`src/rtl/mips_cpu_mem_access.sv`:
```
// Load/store unit: one word-addressed Avalon-style access per request, big-endian lane
// steering on stores, and extend/merge of the loaded word for writeback.
module mips_cpu_mem_access #(
    parameter int unsigned TIMEOUT_CYCLES = 0
) (
    input  logic        clk,
    input  logic        reset,
    input  logic        start,
    input  logic [3:0]  op,
    input  logic [31:0] addr,
    input  logic [31:0] rt,
    output logic [31:0] mem_address,
    output logic        mem_read,
    output logic        mem_write,
    output logic [3:0]  mem_byteenable,
    output logic [31:0] mem_writedata,
    input  logic        mem_waitrequest,
    input  logic [31:0] mem_readdata,
    output logic        busy,
    output logic        done,
    output logic        err,
    output logic [31:0] result
);

    localparam logic [3:0] OpLb  = 4'd0;
    localparam logic [3:0] OpLbu = 4'd1;
    localparam logic [3:0] OpLh  = 4'd2;
    localparam logic [3:0] OpLhu = 4'd3;
    localparam logic [3:0] OpLw  = 4'd4;
    localparam logic [3:0] OpLwl = 4'd5;
    localparam logic [3:0] OpLwr = 4'd6;
    localparam logic [3:0] OpSb  = 4'd8;
    localparam logic [3:0] OpSh  = 4'd9;
    localparam logic [3:0] OpSw  = 4'd10;

    typedef enum logic [1:0] {
        StIdle,
        StAccess,
        StFinish
    } state_e;

    state_e      state_q, state_d;
    logic [3:0]  op_q, op_d;
    logic [1:0]  off_q, off_d;
    logic [31:0] rt_q, rt_d;
    logic [31:0] rdata_q, rdata_d;
    logic        err_pend_q, err_pend_d;
    logic [31:0] tmo_cnt_q, tmo_cnt_d;
    logic [31:0] mem_address_q, mem_address_d;
    logic        mem_read_q, mem_read_d;
    logic        mem_write_q, mem_write_d;
    logic [3:0]  mem_byteenable_q, mem_byteenable_d;
    logic [31:0] mem_writedata_q, mem_writedata_d;
    logic        busy_q, busy_d;
    logic        done_q, done_d;
    logic        err_q, err_d;
    logic [31:0] result_q, result_d;

    // Request decode: legality, alignment and store lane steering from the raw inputs.
    logic        op_legal;
    logic        op_aligned;
    logic [3:0]  st_be;
    logic [31:0] st_wd;

    always_comb begin
        op_legal   = 1'b0;
        op_aligned = 1'b1;
        st_be      = 4'b0000;
        st_wd      = 32'h0;
        case (op)
            OpLb, OpLbu, OpLwl, OpLwr: begin
                op_legal = 1'b1;
            end
            OpLh, OpLhu: begin
                op_legal   = 1'b1;
                op_aligned = ~addr[0];
            end
            OpLw: begin
                op_legal   = 1'b1;
                op_aligned = (addr[1:0] == 2'b00);
            end
            OpSb: begin
                op_legal = 1'b1;
                st_be    = 4'b1000 >> addr[1:0];
                st_wd    = {4{rt[7:0]}};
            end
            OpSh: begin
                op_legal   = 1'b1;
                op_aligned = ~addr[0];
                st_be      = 4'b1100 >> addr[1:0];
                st_wd      = {2{rt[15:0]}};
            end
            OpSw: begin
                op_legal   = 1'b1;
                op_aligned = (addr[1:0] == 2'b00);
                st_be      = 4'b1111;
                st_wd      = rt;
            end
            default: begin
                op_legal = 1'b0;
            end
        endcase
    end

    // Load extraction from the captured word; byte 0 is the most significant lane.
    logic [7:0]  ld_byte;
    logic [15:0] ld_half;
    logic [4:0]  lwl_sh;
    logic [4:0]  lwr_sh;
    logic [31:0] ld_result;

    always_comb begin
        lwl_sh  = {off_q, 3'b000};
        lwr_sh  = {~off_q, 3'b000};
        ld_half = off_q[1] ? rdata_q[15:0] : rdata_q[31:16];
        case (off_q)
            2'd0:    ld_byte = rdata_q[31:24];
            2'd1:    ld_byte = rdata_q[23:16];
            2'd2:    ld_byte = rdata_q[15:8];
            default: ld_byte = rdata_q[7:0];
        endcase
        case (op_q)
            OpLb:    ld_result = {{24{ld_byte[7]}}, ld_byte};
            OpLbu:   ld_result = {24'h0, ld_byte};
            OpLh:    ld_result = {{16{ld_half[15]}}, ld_half};
            OpLhu:   ld_result = {16'h0, ld_half};
            OpLw:    ld_result = rdata_q;
            OpLwl:   ld_result = (rdata_q << lwl_sh) | (rt_q & ~(32'hFFFF_FFFF << lwl_sh));
            OpLwr:   ld_result = (rdata_q >> lwr_sh) | (rt_q & ~(32'hFFFF_FFFF >> lwr_sh));
            default: ld_result = 32'h0;
        endcase
    end

    always_comb begin
        state_d          = state_q;
        op_d             = op_q;
        off_d            = off_q;
        rt_d             = rt_q;
        rdata_d          = rdata_q;
        err_pend_d       = err_pend_q;
        tmo_cnt_d        = tmo_cnt_q;
        mem_address_d    = mem_address_q;
        mem_read_d       = mem_read_q;
        mem_write_d      = mem_write_q;
        mem_byteenable_d = mem_byteenable_q;
        mem_writedata_d  = mem_writedata_q;
        done_d           = 1'b0;
        err_d            = err_q;
        result_d         = result_q;

        case (state_q)
            StIdle: begin
                if (start) begin
                    if (op_legal && op_aligned) begin
                        op_d             = op;
                        off_d            = addr[1:0];
                        rt_d             = rt;
                        err_pend_d       = 1'b0;
                        tmo_cnt_d        = 32'h0;
                        mem_address_d    = {addr[31:2], 2'b00};
                        mem_read_d       = ~op[3];
                        mem_write_d      = op[3];
                        mem_byteenable_d = op[3] ? st_be : 4'b1111;
                        mem_writedata_d  = op[3] ? st_wd : 32'h0;
                        state_d          = StAccess;
                    end else begin
                        // Rejected requests never touch the bus.
                        err_pend_d = 1'b1;
                        state_d    = StFinish;
                    end
                end
            end
            StAccess: begin
                if (!mem_waitrequest) begin
                    if (mem_read_q) begin
                        rdata_d = mem_readdata;
                    end
                    mem_read_d  = 1'b0;
                    mem_write_d = 1'b0;
                    state_d     = StFinish;
                end else if (TIMEOUT_CYCLES != 0) begin
                    if (tmo_cnt_q == TIMEOUT_CYCLES - 32'd1) begin
                        mem_read_d  = 1'b0;
                        mem_write_d = 1'b0;
                        err_pend_d  = 1'b1;
                        state_d     = StFinish;
                    end else begin
                        tmo_cnt_d = tmo_cnt_q + 32'd1;
                    end
                end
            end
            StFinish: begin
                done_d   = 1'b1;
                err_d    = err_pend_q;
                result_d = (err_pend_q || op_q[3]) ? 32'h0 : ld_result;
                state_d  = StIdle;
            end
            default: begin
                state_d = StIdle;
            end
        endcase

        busy_d = (state_d != StIdle);
    end

    always_ff @(posedge clk or negedge reset) begin
        if (!reset) begin
            state_q          <= StIdle;
            op_q             <= 4'h0;
            off_q            <= 2'b00;
            rt_q             <= 32'h0;
            rdata_q          <= 32'h0;
            err_pend_q       <= 1'b0;
            tmo_cnt_q        <= 32'h0;
            mem_address_q    <= 32'h0;
            mem_read_q       <= 1'b0;
            mem_write_q      <= 1'b0;
            mem_byteenable_q <= 4'b0000;
            mem_writedata_q  <= 32'h0;
            busy_q           <= 1'b0;
            done_q           <= 1'b0;
            err_q            <= 1'b0;
            result_q         <= 32'h0;
        end else begin
            state_q          <= state_d;
            op_q             <= op_d;
            off_q            <= off_d;
            rt_q             <= rt_d;
            rdata_q          <= rdata_d;
            err_pend_q       <= err_pend_d;
            tmo_cnt_q        <= tmo_cnt_d;
            mem_address_q    <= mem_address_d;
            mem_read_q       <= mem_read_d;
            mem_write_q      <= mem_write_d;
            mem_byteenable_q <= mem_byteenable_d;
            mem_writedata_q  <= mem_writedata_d;
            busy_q           <= busy_d;
            done_q           <= done_d;
            err_q            <= err_d;
            result_q         <= result_d;
        end
    end

    assign mem_address    = mem_address_q;
    assign mem_read       = mem_read_q;
    assign mem_write      = mem_write_q;
    assign mem_byteenable = mem_byteenable_q;
    assign mem_writedata  = mem_writedata_q;
    assign busy           = busy_q;
    assign done           = done_q;
    assign err            = err_q;
    assign result         = result_q;

endmodule

```
`config.mk`:
```
export PLATFORM = sky130hd
export DESIGN_NAME = mips_cpu_mem_access
export DESIGN_NICKNAME = d
export VERILOG_FILES = /design/src/rtl/mips_cpu_mem_access.sv
export SDC_FILE = /design/constraint.sdc
export NUM_CORES = 1
export LEC_CHECK = 0
export CAP_MARGIN = 5
export CORE_AREA = 3 3 174 125
export CTS_CLUSTER_SIZE = 20
export DETAILED_ROUTE_END_ITERATION = 7
export DIE_AREA = 0 0 177 128
export MAX_ROUTING_LAYER = met4
export PLACE_DENSITY_LB_ADDON = 0.15
export SKIP_CTS_REPAIR_TIMING = 1
export SYNTH_ARGS = -nofsm -noshare
export SYNTH_HDL_FRONTEND = slang
export SYNTH_SLANG_ARGS = --single-unit
```
`constraint.sdc`:
```
create_clock -name clk -period 2.1 [get_ports clk]
set_clock_uncertainty 0.05 [all_clocks]
set_input_delay 0.525 -clock clk [delete_from_list [all_inputs] [get_ports clk]]
set_output_delay 0.525 -clock clk [all_outputs]
set_load 0.03 [all_outputs]
```
==> results of run 1 <==
-- worst reg2reg max path: stages, from the launching register on --
cell and delay, ns:
dfrtp_1 0.40, buf_4 0.24, mux4_2 0.36, nand3_2 0.09
o31a_1 0.18, buf_12 0.17, o2111ai_1 0.18, a22o_1 0.24
-- layout make-up --
cell class / count / area [um2] / area share (%)
flip-flops and latches: 176 / 4410 / 34.0
clock inverters: 12 / 174 / 1.34
multi-input cells: 475 / 4350 / 33.5
well taps: 270 / 338 / 2.60
repair buffers: 298 / 3190 / 24.6
clock buffers: 18 / 439 / 3.38
inverters: 22 / 82.6 / 0.636
-- metrics by stage --
step	cell area, um2	total power, mW	cells
after floorplan	9130	10.7	733
after global placement	12000	14.2	1229
after detailed placement	12000	14.4	1229
after CTS	12600	17.8	1259
after global routing	13000	18.8	1271
final	13000	17.9	1271
-- worst max-delay path by stage --
stage               startpoint           endpoint  slack [ns]  depth (start not counted)
CTS                      op[3]  mem_writedata[21]       -0.17                          4
floorplan                op[2]    mem_address[13]      -0.008                          8
global route           addr[0]  mem_writedata[11]      -0.009                         10
global placement       addr[0]  mem_writedata[31]       -0.52                          8
finish                 addr[0]  mem_writedata[11]        0.02                         10
detailed placement       op[3]  mem_writedata[21]       -0.62                          4
-- kinds of logic after synthesis --
group           Yosys count
compound gates          157
buf+inv                  82
mux                     194
other cells               1
flops                   176
simple gates            122
-- power by group --
part	internal [mW]	switching, mW	total (mW)
sequential	4.66	1.33	5.99
combinational	4.32	4.24	8.56
clock	1.93	1.43	3.36
-- cell usage in the layout, fill, tap and decap left out, types with 6 or more instances in the layout --
master / Yosys / layout
dfrtp_1: 176 / 175
clkdlybuf4s50_1: 0 / 158
mux2_2: 91 / 91
buf_4: 3 / 65
nand2_1: 51 / 51
mux2i_1: 47 / 47
dlymetal6s2s_1: 0 / 47
mux2_4: 41 / 41
a22o_1: 40 / 40
o21ai_0: 31 / 31
inv_1: 22 / 22
nor2_1: 23 / 21
clkbuf_16: 0 / 20
o221ai_1: 17 / 17
buf_12: 0 / 16
mux4_2: 15 / 15
o211ai_1: 13 / 13
nand2b_1: 12 / 12
nor2b_1: 10 / 10
a22oi_1: 9 / 9
a21oi_1: 8 / 8
o2111ai_1: 7 / 7
a221o_1: 7 / 7
a211o_1: 6 / 6
-- registers in the layout, indices dropped and copies added, names as in the netlist, 4 cells and up --
register / cells
op_q: 4
mem_writedata: 32
rt_q: 32
rdata_q: 32
result: 32
mem_address: 30
mem_byteenable: 4
-- metal layers --
| layer | vias to the layer above | part of all wire (%) | track usage [%] |
|---|---|---|---|
| met5 | - | 0 | - |
| met1 | 3801 | 49 | 40.9 |
| met3 | 30 | 6.4 | 4.85 |
| li1 | 3247 | - | - |
| met4 | 0 | 1.1 | 4.43 |
| met2 | 306 | 44 | 37.5 |
==> impl_metrics.env, run 1 <==
export IMPL_first_pass_iters=5
export IMPL_ir_worst_vdd_uv=677
export IMPL_holdPathStages=1
export IMPL_num_rows=43
export IMPL_drc=0
export IMPL_drive_above_1_share_pct=28.8
export IMPL_nNetsFinal=1094
export IMPL_hold_viol_final=0
export IMPL_tightest_slew_ns=0.725
export IMPL_num_vias=7384
export IMPL_portBuffers=206
export IMPL_first_global_vias=7475
export IMPL_endpoint_kind="flip-flop"
export IMPL_grt_overflow_total=0
export IMPL_synth_edf_count=0
export IMPL_synthCells=732
export IMPL_clkLatencyLatePin_ns=0.43
export IMPL_start_kind="input pin"
export IMPL_fillers=1502
export IMPL_final_setup_viol_count=0
export IMPL_whs_endpoint="result[0]"
export IMPL_fmax_mhz=480
export IMPL_crit_buf_inv=5
export IMPL_seq_area_frac_synth_pct=48.5
export IMPL_yosysTopAreaCell="dfrtp_1"
export IMPL_grt_util_all_layers_pct=26.7
export IMPL_syn_area_mm2=0.00909
export IMPL_r2r_cells=7
export IMPL_grt_start_max_net_pins=56
export IMPL_critPathRequiredTime_ns=2.37
export IMPL_drtIter0Drc=659
export IMPL_clk_pin_slew_ns=0.07
export IMPL_synth_simple_gate_area_share_pct=6.92
export IMPL_period_needed_ns=2.08
export IMPL_synth_commonest_cells="dfrtp_1 (176), mux2_2 (91), nand2_1 (51), mux2i_1 (47), mux2_4 (41)"
export IMPL_core_area_mm2=0.0200
export IMPL_via_per_inst=5.81
export IMPL_dpl_hpwl_um=21600
export IMPL_critical_path_arrival_ns=2.35
export IMPL_status="complete, no violations"
export IMPL_die_width_um=177
export IMPL_power_density_mw_per_mm2=1380
export IMPL_worst_r2r_endpoint="result[22]"
export IMPL_pin_count=209
export IMPL_die_h_um=128
export IMPL_p_leak_nw=6.16
export IMPL_ys_warn_count=0
export IMPL_synth_top_family_by_area="multiplexers"
export IMPL_clockRootBuffer="clkbuf_16"
export IMPL_cpLargestDelayFamily="buffers and inverters"
export IMPL_synth_avg_cell_area_um2=12.4
export IMPL_fin_util_pct=65.0
export IMPL_h_tree_depth=4
export IMPL_fin_crit_sh_pct=99.2
export IMPL_ys_flop_type="dfrtp_1"
export IMPL_routedWlPerCell_um=23.1
export IMPL_synthMuxAreaShare_pct=26.9
export IMPL_synth_top_area_share_pct=48.5
export IMPL_dieArea_mm2=0.0227
export IMPL_critPathKind="in2reg"
export IMPL_synth_fa_ha_area_share_pct=0
export IMPL_cts_buffers=17
export IMPL_min_from="result[0]"
export IMPL_clkSinkCount=176
export IMPL_setup_tns_ns=0
export IMPL_start_util_pct=45.5
export IMPL_synth_seq_cells=176
export IMPL_crit_chain="dlymetal6s2s_1, or2_4, a21oi_4, a211oi_4, nor3_4, buf_6, buf_12, buf_16, buf_8, mux2_4"
export IMPL_synth_xor_xnor_area_share_pct=0
export IMPL_ff2ff_setup_slack_ns=0.08
export IMPL_r2r_start="off_q[0]"
export IMPL_routed_wl_um=29300
export IMPL_antenna_diode_count=0
export IMPL_grt_pass1_wl_um=44800
export IMPL_whs_ns=0.458
export IMPL_place_congestion=0.942
export IMPL_cpPeakStageDelay_ns=0.30
export IMPL_cts_max_path_buffers=2
export IMPL_pre_cts_ws_ns=-0.618
export IMPL_max_cap_violations=0
export IMPL_synth_area_top_cells="dfrtp_1 (48%), mux2_2 (11%), mux2_4 (6.8%), mux2i_1 (5.2%), a22o_1 (3.9%)"
export IMPL_cp_slowest_cell="or2_4"
export IMPL_synth_compound_area_share_pct=13.2
export IMPL_cts_tree="done"
export IMPL_syn_to_final_growth_pct=42.8
export IMPL_async_flop_share_pct=100
export IMPL_slew_violations=0
export IMPL_antenna_found_initial=1
export IMPL_critPathMaxFanout=9
export IMPL_yosysMostFrequentCell="dfrtp_1"
export IMPL_worst_slack_ns=0.0176
export IMPL_postRouteAntennaNets=0
export IMPL_slew_headroom_pct=51.5
export IMPL_holdCritPathClass="reg2reg"
export IMPL_netlist_cell_type_count=58
No activity file was read; power rests on OpenSTA's default activity.
==> run 2: changes to the inputs <==
==> constraint.sdc (replaced) <==
create_clock -name clk -period 2.1 [get_ports clk]
set_clock_uncertainty 0.05 [all_clocks]
set_input_delay 0.42 -clock clk [delete_from_list [all_inputs] [get_ports clk]]
set_output_delay 0.42 -clock clk [all_outputs]
set_load 0.03 [all_outputs]
==> run 2 against run 1 <==
Against the previous run: worst hold slack got worse by 0.041 ns; non-clock buffer count decreased by 6; first-iteration DRC count increased by 17%; sequential share of layout area increased by 0.68 points; critical path depth decreased by 4; sequential power about the same; sequential cell count unchanged; count of clock-buffer cells in the layout increased by 1; core utilization decreased by 1.2 points; largest cell class unchanged.
==> impl_metrics.env, run 2 (synthesized netlist as in run 1, its figures left out) <==
export IMPL_grt_overflow_total=0
export IMPL_r2r_start="off_q[0]"
export IMPL_num_rows=43
export IMPL_dieArea_mm2=0.0227
export IMPL_place_congestion=0.885
export IMPL_cpPeakStageDelay_ns=0.48
export IMPL_endpoint_kind="flip-flop"
export IMPL_antenna_found_initial=0
export IMPL_worst_slack_ns=0.0447
export IMPL_critPathMaxFanout=20
export IMPL_portBuffers=206
export IMPL_drc=0
export IMPL_clkPwrFrac_pct=17.6
export IMPL_nNetsFinal=1088
export IMPL_crit_buf_inv=2
export IMPL_netSwitchingPower_mw=7.01
export IMPL_die_width_um=177
export IMPL_cts_tree="done"
export IMPL_cp_slowest_cell="dfrtp_2"
export IMPL_seqPwrFrac_pct=34.0
export IMPL_critPathRequiredTime_ns=2.37
export IMPL_antenna_diode_count=0
export IMPL_p_leak_nw=5.46
export IMPL_grt_start_max_net_pins=48
export IMPL_start_util_pct=45.5
export IMPL_ir_worst_vdd_uv=640
export IMPL_r2r_cells=6
export IMPL_power_density_mw_per_mm2=1390
export IMPL_max_cap_violations=0
export IMPL_holdCritPathClass="in2async"
export IMPL_first_pass_iters=5
export IMPL_via_per_inst=5.79
export IMPL_core_area_mm2=0.0200
export IMPL_critical_path_arrival_ns=2.33
export IMPL_fmax_mhz=487
export IMPL_grt_util_all_layers_pct=26.8
export IMPL_hold_viol_final=0
export IMPL_clkLatencyLatePin_ns=0.43
export IMPL_pre_cts_ws_ns=-0.592
export IMPL_slew_headroom_pct=52.8
export IMPL_pin_count=209
export IMPL_grt_setup_unrepaired="no"
export IMPL_slew_violations=0
export IMPL_drtIter0Drc=774
export IMPL_start_kind="flip-flop"
export IMPL_cpLargestDelayFamily="compound AO/OA/AOI/OAI gates"
export IMPL_crit_path_end="result[1]"
export IMPL_clockRootBuffer="clkbuf_16"
export IMPL_setup_tns_ns=0
export IMPL_critPathLaunch="off_q[0]"
export IMPL_die_h_um=128
export IMPL_final_setup_viol_count=0
export IMPL_status="complete, no violations"
export IMPL_period_needed_ns=2.06
export IMPL_h_tree_depth=4
export IMPL_p_int_mw=10.7
export IMPL_drive_above_1_share_pct=28.5
export IMPL_grt_pass1_wl_um=44900
export IMPL_tightest_slew_ns=0.705
export IMPL_cts_max_path_buffers=2
export IMPL_first_global_vias=7617
export IMPL_routedWlPerCell_um=23.5
export IMPL_num_vias=7325
export IMPL_critPathKind="reg2reg"
export IMPL_fin_util_pct=63.8
export IMPL_fin_crit_sh_pct=97.9
export IMPL_p_comb_share_pct=48.5
export IMPL_cp_depth=6
export IMPL_final_cell_mix="clkdlybuf4s50_1 (199), dfrtp_1 (173), mux2_2 (91), buf_4 (63), nand2_1 (51)"
export IMPL_clk_pin_slew_ns=0.08
export IMPL_crit_chain="buf_12, mux2_2, o21ai_0, buf_4, o221ai_1, a22o_1"
export IMPL_clkSinkCount=176
export IMPL_worst_r2r_endpoint="result[1]"
export IMPL_postRouteAntennaNets=0
export IMPL_ff2ff_setup_slack_ns=0.04
export IMPL_dpl_hpwl_um=21600
export IMPL_cts_buffers=17
export IMPL_layout_commonest_cell="clkdlybuf4s50_1"
export IMPL_swShare_pct=39.7
export IMPL_routed_wl_um=29800
export IMPL_syn_to_final_growth_pct=40.0
## run 2: changes by cell type in the layout (fill, tap and decap cells not counted), sizes merged
cell,before,now
buf,89,83
bufinv,3,1
clkbuf,21,22
clkdlybuf4s50,158,199
clkinvlp,0,2
dlymetal6s2s,47,6
## run 2: worst reg2reg max path, stage by stage (launching register included)
cell and delay, ns:
dfrtp_2 0.48, buf_12 0.20, mux2_2 0.38, o21ai_0 0.26
buf_4 0.17, o221ai_1 0.17, a22o_1 0.23
## run 2: power groups by stage
| stage | clock network [mW] | registers, mW | logic (mW) |
|---|---|---|---|
| global route | 3.28 | 6.16 | 9.09 |
| detailed placement | 0 | 6.00 | 8.37 |
| floorplan | 0 | 6.68 | 4.05 |
| CTS | 3.15 | 5.97 | 8.42 |
| global placement | 0 | 5.96 | 8.24 |
| finish | 3.10 | 6.00 | 8.56 |
## run 2: worst min-delay path by stage
stage / slack (ns) / endpoint / cells past startpoint
floorplan: 0.07 / busy / 0
global placement: 0.31 / mem_address[30] / 1
detailed placement: 0.33 / mem_address[30] / 1
CTS: -0.14 / mem_address[30] / 1
global route: 0.44 / mem_address[30] / 2
finish: 0.42 / mem_address[28] / 2
## run 2: per-layer routing
metal / global-route usage (%) / part of all wire [%] / vias up
met5: - / 0 / -
met4: 7.48 / 2.0 / 0
met3: 5.27 / 6.0 / 44
met2: 38.0 / 44 / 318
met1: 39.4 / 48 / 3746
li1: - / - / 3217
## run 2: layout make-up
| class | count | area [um2] |
|---|---|---|
| fillers | 1536 | 7230 |
| flip-flops and latches | 176 | 4410 |
| multi-input cells | 475 | 4350 |
| repair buffers | 292 | 2990 |
| clock buffers | 19 | 433 |
| well taps | 270 | 338 |
| clock inverters | 12 | 128 |
| inverters | 22 | 82.6 |
## run 2: stage by stage
stage	hold slack (ns)	total power [mW]	cells	instance area, um2
floorplan	0.0744	10.7	733	9090
global route	0.443	18.5	1266	12700
finish	0.416	17.7	1266	12700
CTS	-0.144	17.5	1256	12500
global placement	0.313	14.2	1225	11900
detailed placement	0.325	14.4	1225	11900
